File: src/rtl/pe_feeder_pkg.sv
// Shared constants, FSM state type and config helpers for the PE row feeder.
package pe_feeder_pkg;

  localparam int DW   = 7;
  localparam int TAPS = 16;
  localparam int LENW = 16;
  // Position counters carry one extra bit so cfg_len plus padding never wraps.
  localparam int CW   = LENW + 1;

  typedef enum logic [1:0] {
    IDLE = 2'd0,
    FILL = 2'd1,
    RUN  = 2'd2,
    DONE = 2'd3
  } state_t;

  function automatic logic [3:0] stride_norm(input logic [3:0] stride);
    return (stride == 4'd0) ? 4'd1 : stride;
  endfunction

  function automatic logic [CW-1:0] eff_len(input logic [LENW-1:0] len, input logic [3:0] pad);
    return {1'b0, len} + CW'({pad, 1'b0});
  endfunction

endpackage

File: src/rtl/pe_window_shreg.sv
// TAPS x DW sliding-window shift register; lane 0 is the oldest sample, the top lane the newest.
module pe_window_shreg
  import pe_feeder_pkg::*;
(
  input  logic               clk,
  input  logic               rst_n,
  input  logic               shift_en,
  input  logic               zero_ins,
  input  logic [DW-1:0]      din,
  output logic [TAPS*DW-1:0] window
);

  logic [TAPS*DW-1:0] window_reg;
  logic [DW-1:0]      new_sample;

  assign new_sample = zero_ins ? '0 : din;

  always_ff @(posedge clk or negedge rst_n) begin
    if (!rst_n) begin
      window_reg <= '0;
    end else if (shift_en) begin
      window_reg <= {new_sample, window_reg[TAPS*DW-1:DW]};
    end
  end

  assign window = window_reg;

endmodule

File: src/rtl/pe_row_feeder.sv
// Transmit end of the PE row slide-data/weight interface: sliding window with stride plus weight loader.
// Optional zero padding at both ends of a channel is enabled with PE_FEEDER_ZERO_PAD_EN.
module pe_row_feeder
  import pe_feeder_pkg::*;
(
  input  logic               clk,
  input  logic               rst_n,
  input  logic               cfg_start,
  input  logic [LENW-1:0]    cfg_len,
  input  logic [3:0]         cfg_stride,
`ifdef PE_FEEDER_ZERO_PAD_EN
  input  logic [3:0]         cfg_pad,
`endif
  input  logic [DW-1:0]      in_data,
  input  logic               in_valid,
  output logic               in_ready,
  input  logic [TAPS*DW-1:0] w_in,
  input  logic               w_load,
  output logic [TAPS*DW-1:0] w_out,
  output logic               new_weight_val,
  output logic [TAPS*DW-1:0] slide_data,
  output logic               win_val,
  output logic               win_last,
  output logic               busy,
  output logic               done,
  output logic               cfg_err
);

  state_t state_reg, state_next;

  logic [LENW-1:0]    len_reg;
  logic [3:0]         stride_reg;
  logic [3:0]         pad_reg;
  logic [CW-1:0]      eff_reg;
  logic [CW-1:0]      pos_reg;     // samples shifted in so far, padding included
  logic [LENW-1:0]    real_reg;    // stream samples accepted so far
  logic [3:0]         phase_reg;   // (pos - TAPS) mod stride once the window is full
  logic [TAPS*DW-1:0] w_out_reg;
  logic               nwv_reg;
  logic               win_val_reg;
  logic               win_last_reg;
  logic               done_reg;
  logic               cfg_err_reg;

  logic [3:0]    pad_in;
  logic [CW-1:0] eff_in;
  logic          active;
  logic          zero_ins;
  logic          take;
  logic          shift_en;
  logic [CW-1:0] pos_inc;
  logic [3:0]    phase_next;
  logic          emit;
  logic          last;
  logic          start_ok;
  logic          start_bad;

`ifdef PE_FEEDER_ZERO_PAD_EN
  assign pad_in = cfg_pad;
`else
  assign pad_in = 4'd0;
`endif

  assign eff_in    = eff_len(cfg_len, pad_in);
  assign start_ok  = (state_reg == IDLE) && cfg_start && (eff_in >= CW'(TAPS));
  assign start_bad = (state_reg == IDLE) && cfg_start && (eff_in < CW'(TAPS));

  // Leading zeros come first; trailing zeros follow once every real sample is in.
  assign active   = (state_reg == FILL) || (state_reg == RUN);
  assign zero_ins = active && ((pos_reg < CW'(pad_reg)) || (real_reg == len_reg));
  assign in_ready = active && !zero_ins;
  assign take     = in_valid && in_ready;
  assign shift_en = zero_ins || take;
  assign pos_inc  = pos_reg + CW'(1);
  assign last     = (pos_inc + CW'(stride_reg)) > eff_reg;

  always_comb begin
    phase_next = phase_reg;
    emit       = 1'b0;
    if (pos_inc == CW'(TAPS)) begin
      phase_next = 4'd0;
      emit       = 1'b1;
    end else if (pos_inc > CW'(TAPS)) begin
      phase_next = (phase_reg == stride_reg - 4'd1) ? 4'd0 : phase_reg + 4'd1;
      emit       = (phase_next == 4'd0);
    end
  end

  always_ff @(posedge clk or negedge rst_n) begin
    if (!rst_n) begin
      state_reg <= IDLE;
    end else begin
      state_reg <= state_next;
    end
  end

  always_comb begin
    state_next = state_reg;
    case (state_reg)
      IDLE: begin
        if (start_ok) state_next = FILL;
      end
      FILL: begin
        if (shift_en) begin
          if (pos_inc == eff_reg)            state_next = DONE;
          else if (pos_inc == CW'(TAPS))     state_next = RUN;
        end
      end
      RUN: begin
        if (shift_en && (pos_inc == eff_reg)) state_next = DONE;
      end
      DONE: begin
        state_next = IDLE;
      end
      default: state_next = IDLE;
    endcase
  end

  always_ff @(posedge clk or negedge rst_n) begin
    if (!rst_n) begin
      len_reg      <= '0;
      stride_reg   <= 4'd1;
      pad_reg      <= '0;
      eff_reg      <= '0;
      pos_reg      <= '0;
      real_reg     <= '0;
      phase_reg    <= '0;
      w_out_reg    <= '0;
      nwv_reg      <= 1'b0;
      win_val_reg  <= 1'b0;
      win_last_reg <= 1'b0;
      done_reg     <= 1'b0;
      cfg_err_reg  <= 1'b0;
    end else begin
      nwv_reg <= 1'b0;
      if ((state_reg == IDLE) && w_load) begin
        w_out_reg <= w_in;
        nwv_reg   <= 1'b1;
      end

      cfg_err_reg  <= start_bad;
      done_reg     <= start_bad || ((state_next == DONE) && (state_reg != DONE));
      win_val_reg  <= shift_en && emit;
      win_last_reg <= shift_en && emit && last;

      if (start_ok) begin
        len_reg    <= cfg_len;
        stride_reg <= stride_norm(cfg_stride);
        pad_reg    <= pad_in;
        eff_reg    <= eff_in;
        pos_reg    <= '0;
        real_reg   <= '0;
        phase_reg  <= '0;
      end else if (shift_en) begin
        pos_reg   <= pos_inc;
        phase_reg <= phase_next;
        if (take) real_reg <= real_reg + LENW'(1);
      end
    end
  end

  pe_window_shreg u_window (
    .clk      (clk),
    .rst_n    (rst_n),
    .shift_en (shift_en),
    .zero_ins (zero_ins),
    .din      (in_data),
    .window   (slide_data)
  );

  assign w_out          = w_out_reg;
  assign new_weight_val = nwv_reg;
  assign win_val        = win_val_reg;
  assign win_last       = win_last_reg;
  assign busy           = (state_reg != IDLE);
  assign done           = done_reg;
  assign cfg_err        = cfg_err_reg;

endmodule

File: config.mk
export PLATFORM = sky130hd
export DESIGN_NAME = pe_row_feeder
export DESIGN_NICKNAME = d
export VERILOG_FILES = /design/src/rtl/pe_feeder_pkg.sv /design/src/rtl/pe_window_shreg.sv /design/src/rtl/pe_row_feeder.sv
export SDC_FILE = /design/constraint.sdc
export NUM_CORES = 1
export LEC_CHECK = 0
export CAP_MARGIN = 40
export CORE_MARGIN = 5
export CORE_UTILIZATION = 50
export DETAILED_ROUTE_END_ITERATION = 10
export DONT_BUFFER_PORTS = 1
export PLACE_DENSITY = 0.62
export SLEW_MARGIN = 0
export SYNTH_ARGS = -nofsm -noshare
export SYNTH_HDL_FRONTEND = slang
export SYNTH_SLANG_ARGS = --single-unit
File: constraint.sdc
create_clock -name clk -period 4.86 [get_ports clk]
set_clock_uncertainty 0.1 [all_clocks]
set_input_delay 0.972 -clock clk [delete_from_list [all_inputs] [get_ports clk]]
set_output_delay 0.972 -clock clk [all_outputs]
set_load 0.05 [all_outputs]
==> impl_metrics.toml <==
[run_status]
status = "complete, no violations"

[worst_setup_path]
crit_fanout = 9
cp.required_ns = 5.21
reg2reg_depth = 18
criticalPathCategory = "reg -> reg"
start_kind = "flop"
end_kind = "flop"
arrival_ns = 4.50

[floorplanning]
dieArea_um2 = 29700
num_rows = 59
die_w_um = 172
die_y_um = 172
boundaryPins = 375
fp.coreArea_um2 = 26000
start_util_pct = 50.6

[timing]
max_slew.worst_pin.slew_ns = 0.935
hold_violations = 0
setup_slack_ns = 0.707
rsz0062_at_grt = "false"
period_share_pct = 85.5
final.min_clock_period_ns = 4.15
fmax_mhz = 241
fin_tns_setup_ns = 0
maxSlewViolCount = 0
relSlewSlack_pct = 37.5
setup_viol = 0

[power]
power_density_nw_per_um2 = 463
seq_power_share_pct = 50.4
p_sw_mw = 2.26
p_leak_nw = 7.32
clkPwrFrac_pct = 37.2
p_comb_share_pct = 12.4
switching_share_pct = 33.4
vdd_drop_max_mv = 0.362
p_int_mw = 4.50

[cells_and_area]
fin_util_pct = 56.3
num_antenna_cells = 0
drive_gt1_share_pct = 15.5
nets = 1427
area_growth_pct = 11.1
final_cells = 1611

[placement]
portBuffers = 0
hpwlAfterDp_um = 24000
routabilityCongestion = 0.836
dp_cells = 1550
dp_worst_setup_slack_ns = 0.744

[cts]
cts_resized = 0
htree_levels = 1
worst_skew_pair.late_latency_ns = 0.57
ctsRootBufferMaster = "clkbuf_16"
post_cts.repair.setup_buffers = 0
cts.sinks = 288
clk_path_buf_depth = 3
cts_made_buffers = 31
tritoncts = "done"
clkTransAtPathRegs_ns = 0.06

[route]
wire_per_inst_um = 21.1
wl_um = 33900
drtIter0Drc = 585
dr.pass1.iters = 5
detail-route-antenna-nets = 0
via_per_inst = 5.53
num_vias = 8911
drc = 0

[synth]
avgSynthCellArea_um2 = 10.4
syn_nets = 1445
synth.cell_area_um2 = 13200
synthTopCellsByCount = "378 x nand2_1, 287 x dfrtp_1, 113 x mux2_2"
synth.most_common_cell = "nand2_1"
synthTopCellsByArea = "dfrtp_1 55%, nand2_1 11%, mux2_2 9.7%, xnor2_1 4.0%, ha_1 2.9%"
synth_edf_count = 0
async_reset_ff_share_pct = 100
ys.warnings.count = 0
yosysUniqueCellTypes = 65
synth-main-ff-cell = "dfrtp_1"
yosysTopAreaCellShare_pct = 54.6
ys_ff_latch = 288
synth_top_area_cell = "dfrtp_1"
synth_seq_area_share_pct = 54.8
synth_cells = 1270

[grt]
grt_max_degree = 289
track_usage_pct = 21.7
grt_pass1_vias = 8951
grt_pass1_wl_um = 51400
grt_overflow = 0
antenna_found_initial = 0

[hold_path]
hold_path.class = "in -> async"

[flow_run]
max_cap_viol_count = 0
## critical path, cell delays in order (launching register included)
cell	delay (ns)
dfrtp_1	0.50
ha_1	0.33
xnor2_1	0.37
inv_1	0.09
ha_1	0.34
a21o_1	0.12
a21oi_1	0.08
or2_2	0.35
o21ai_0	0.19
a21oi_1	0.11
xnor2_1	0.16
ha_1	0.30
nor2b_1	0.13
o21ai_0	0.16
nand2b_1	0.07
a221oi_1	0.26
o211ai_1	0.12
a22oi_1	0.21
nor2b_1	0.07
## cell families (layout without fill, tap and decap cells)
group | Yosys count | count (layout) | share of synthesized area (%)
flops | 288 | 288 | 54.8
simple gates | 548 | 548 | 18.1
mux | 118 | 118 | 10.1
xor+xnor | 91 | 91 | 6.06
fa+ha+maj | 32 | 32 | 3.08
compound gates | 100 | 100 | 5.01
buf+inv | 93 | 99 | 2.89
## per-stage QoR
step | cell area, µm² | power, mW | hold slack, ns
floorplan | 13200 | 4.02 | 0.393
global placement | 13400 | 4.25 | 0.450
detailed placement | 13400 | 4.27 | 0.451
CTS | 14600 | 6.82 | -0.0259
global route | 14600 | 7.10 | 0.000709
finish | 14600 | 6.77 | 0.0298
## worst paths after layout
path,startpoint,to,slack [ns]
worst max-delay path,pos_reg[0],win_last,0.71
worst min-delay path,rst_n,eff_reg[14],0.03
worst max register to register,pos_reg[0],win_last,0.71
worst min register to register,pos_reg[16],pos_reg[16],0.47
max in group asynchronous,rst_n,real_reg[7],3.18
min in group clk,cfg_stride[3],stride_reg[3],0.42
## power by group through the flow
stage / sequential [mW] / combinational, mW / clock (mW)
2_1_floorplan: 3.30 / 0.726 / 0
3_3_place_gp: 3.45 / 0.797 / 0
3_5_place_dp: 3.45 / 0.815 / 0
4_1_cts: 3.41 / 0.818 / 2.58
5_1_grt: 3.45 / 0.968 / 2.68
6_report: 3.41 / 0.841 / 2.52
## cell type report
type,instances,area [µm²]
Multi-Input combinational cell,889,5610
Timing Repair Buffer,14,170
Clock inverter,13,191
Inverter,28,105
Sequential cell,288,7210
Clock buffer,44,925
Tap cell,335,419
Fill cell,2277,11400
## per-layer routing
layer	part of all wire (%)	GRT usage, %	vias up
met2	47	33.1	287
met1	42	30.4	4406
li1	-	-	4171
met5	0	0	-
met4	2.1	4.68	0
met3	8.6	7.32	47
## cells in the final DEF (no fill, tap or decap), drive strengths merged, types with 3 or more instances in the layout
cell,n
a22oi,3
nor4,11
dfrtp,287
and3b,3
a22o,7
a31oi,3
a21oi,20
nand4,17
o21ai,39
clkinv,5
buf,11
o21a,3
nor2,51
nand2,378
or3,9
nor3,15
a21o,3
ha,30
nor2b,6
xnor2,60
mux2i,4
o22ai,3
inv,32
xor2,31
a211oi,3
nand3,24
nand2b,5
clkbuf,44
and2,11
and3,8
nor3b,3
mux2,114
bufinv,4
Note: power is estimated with default switching activity, not from simulation.
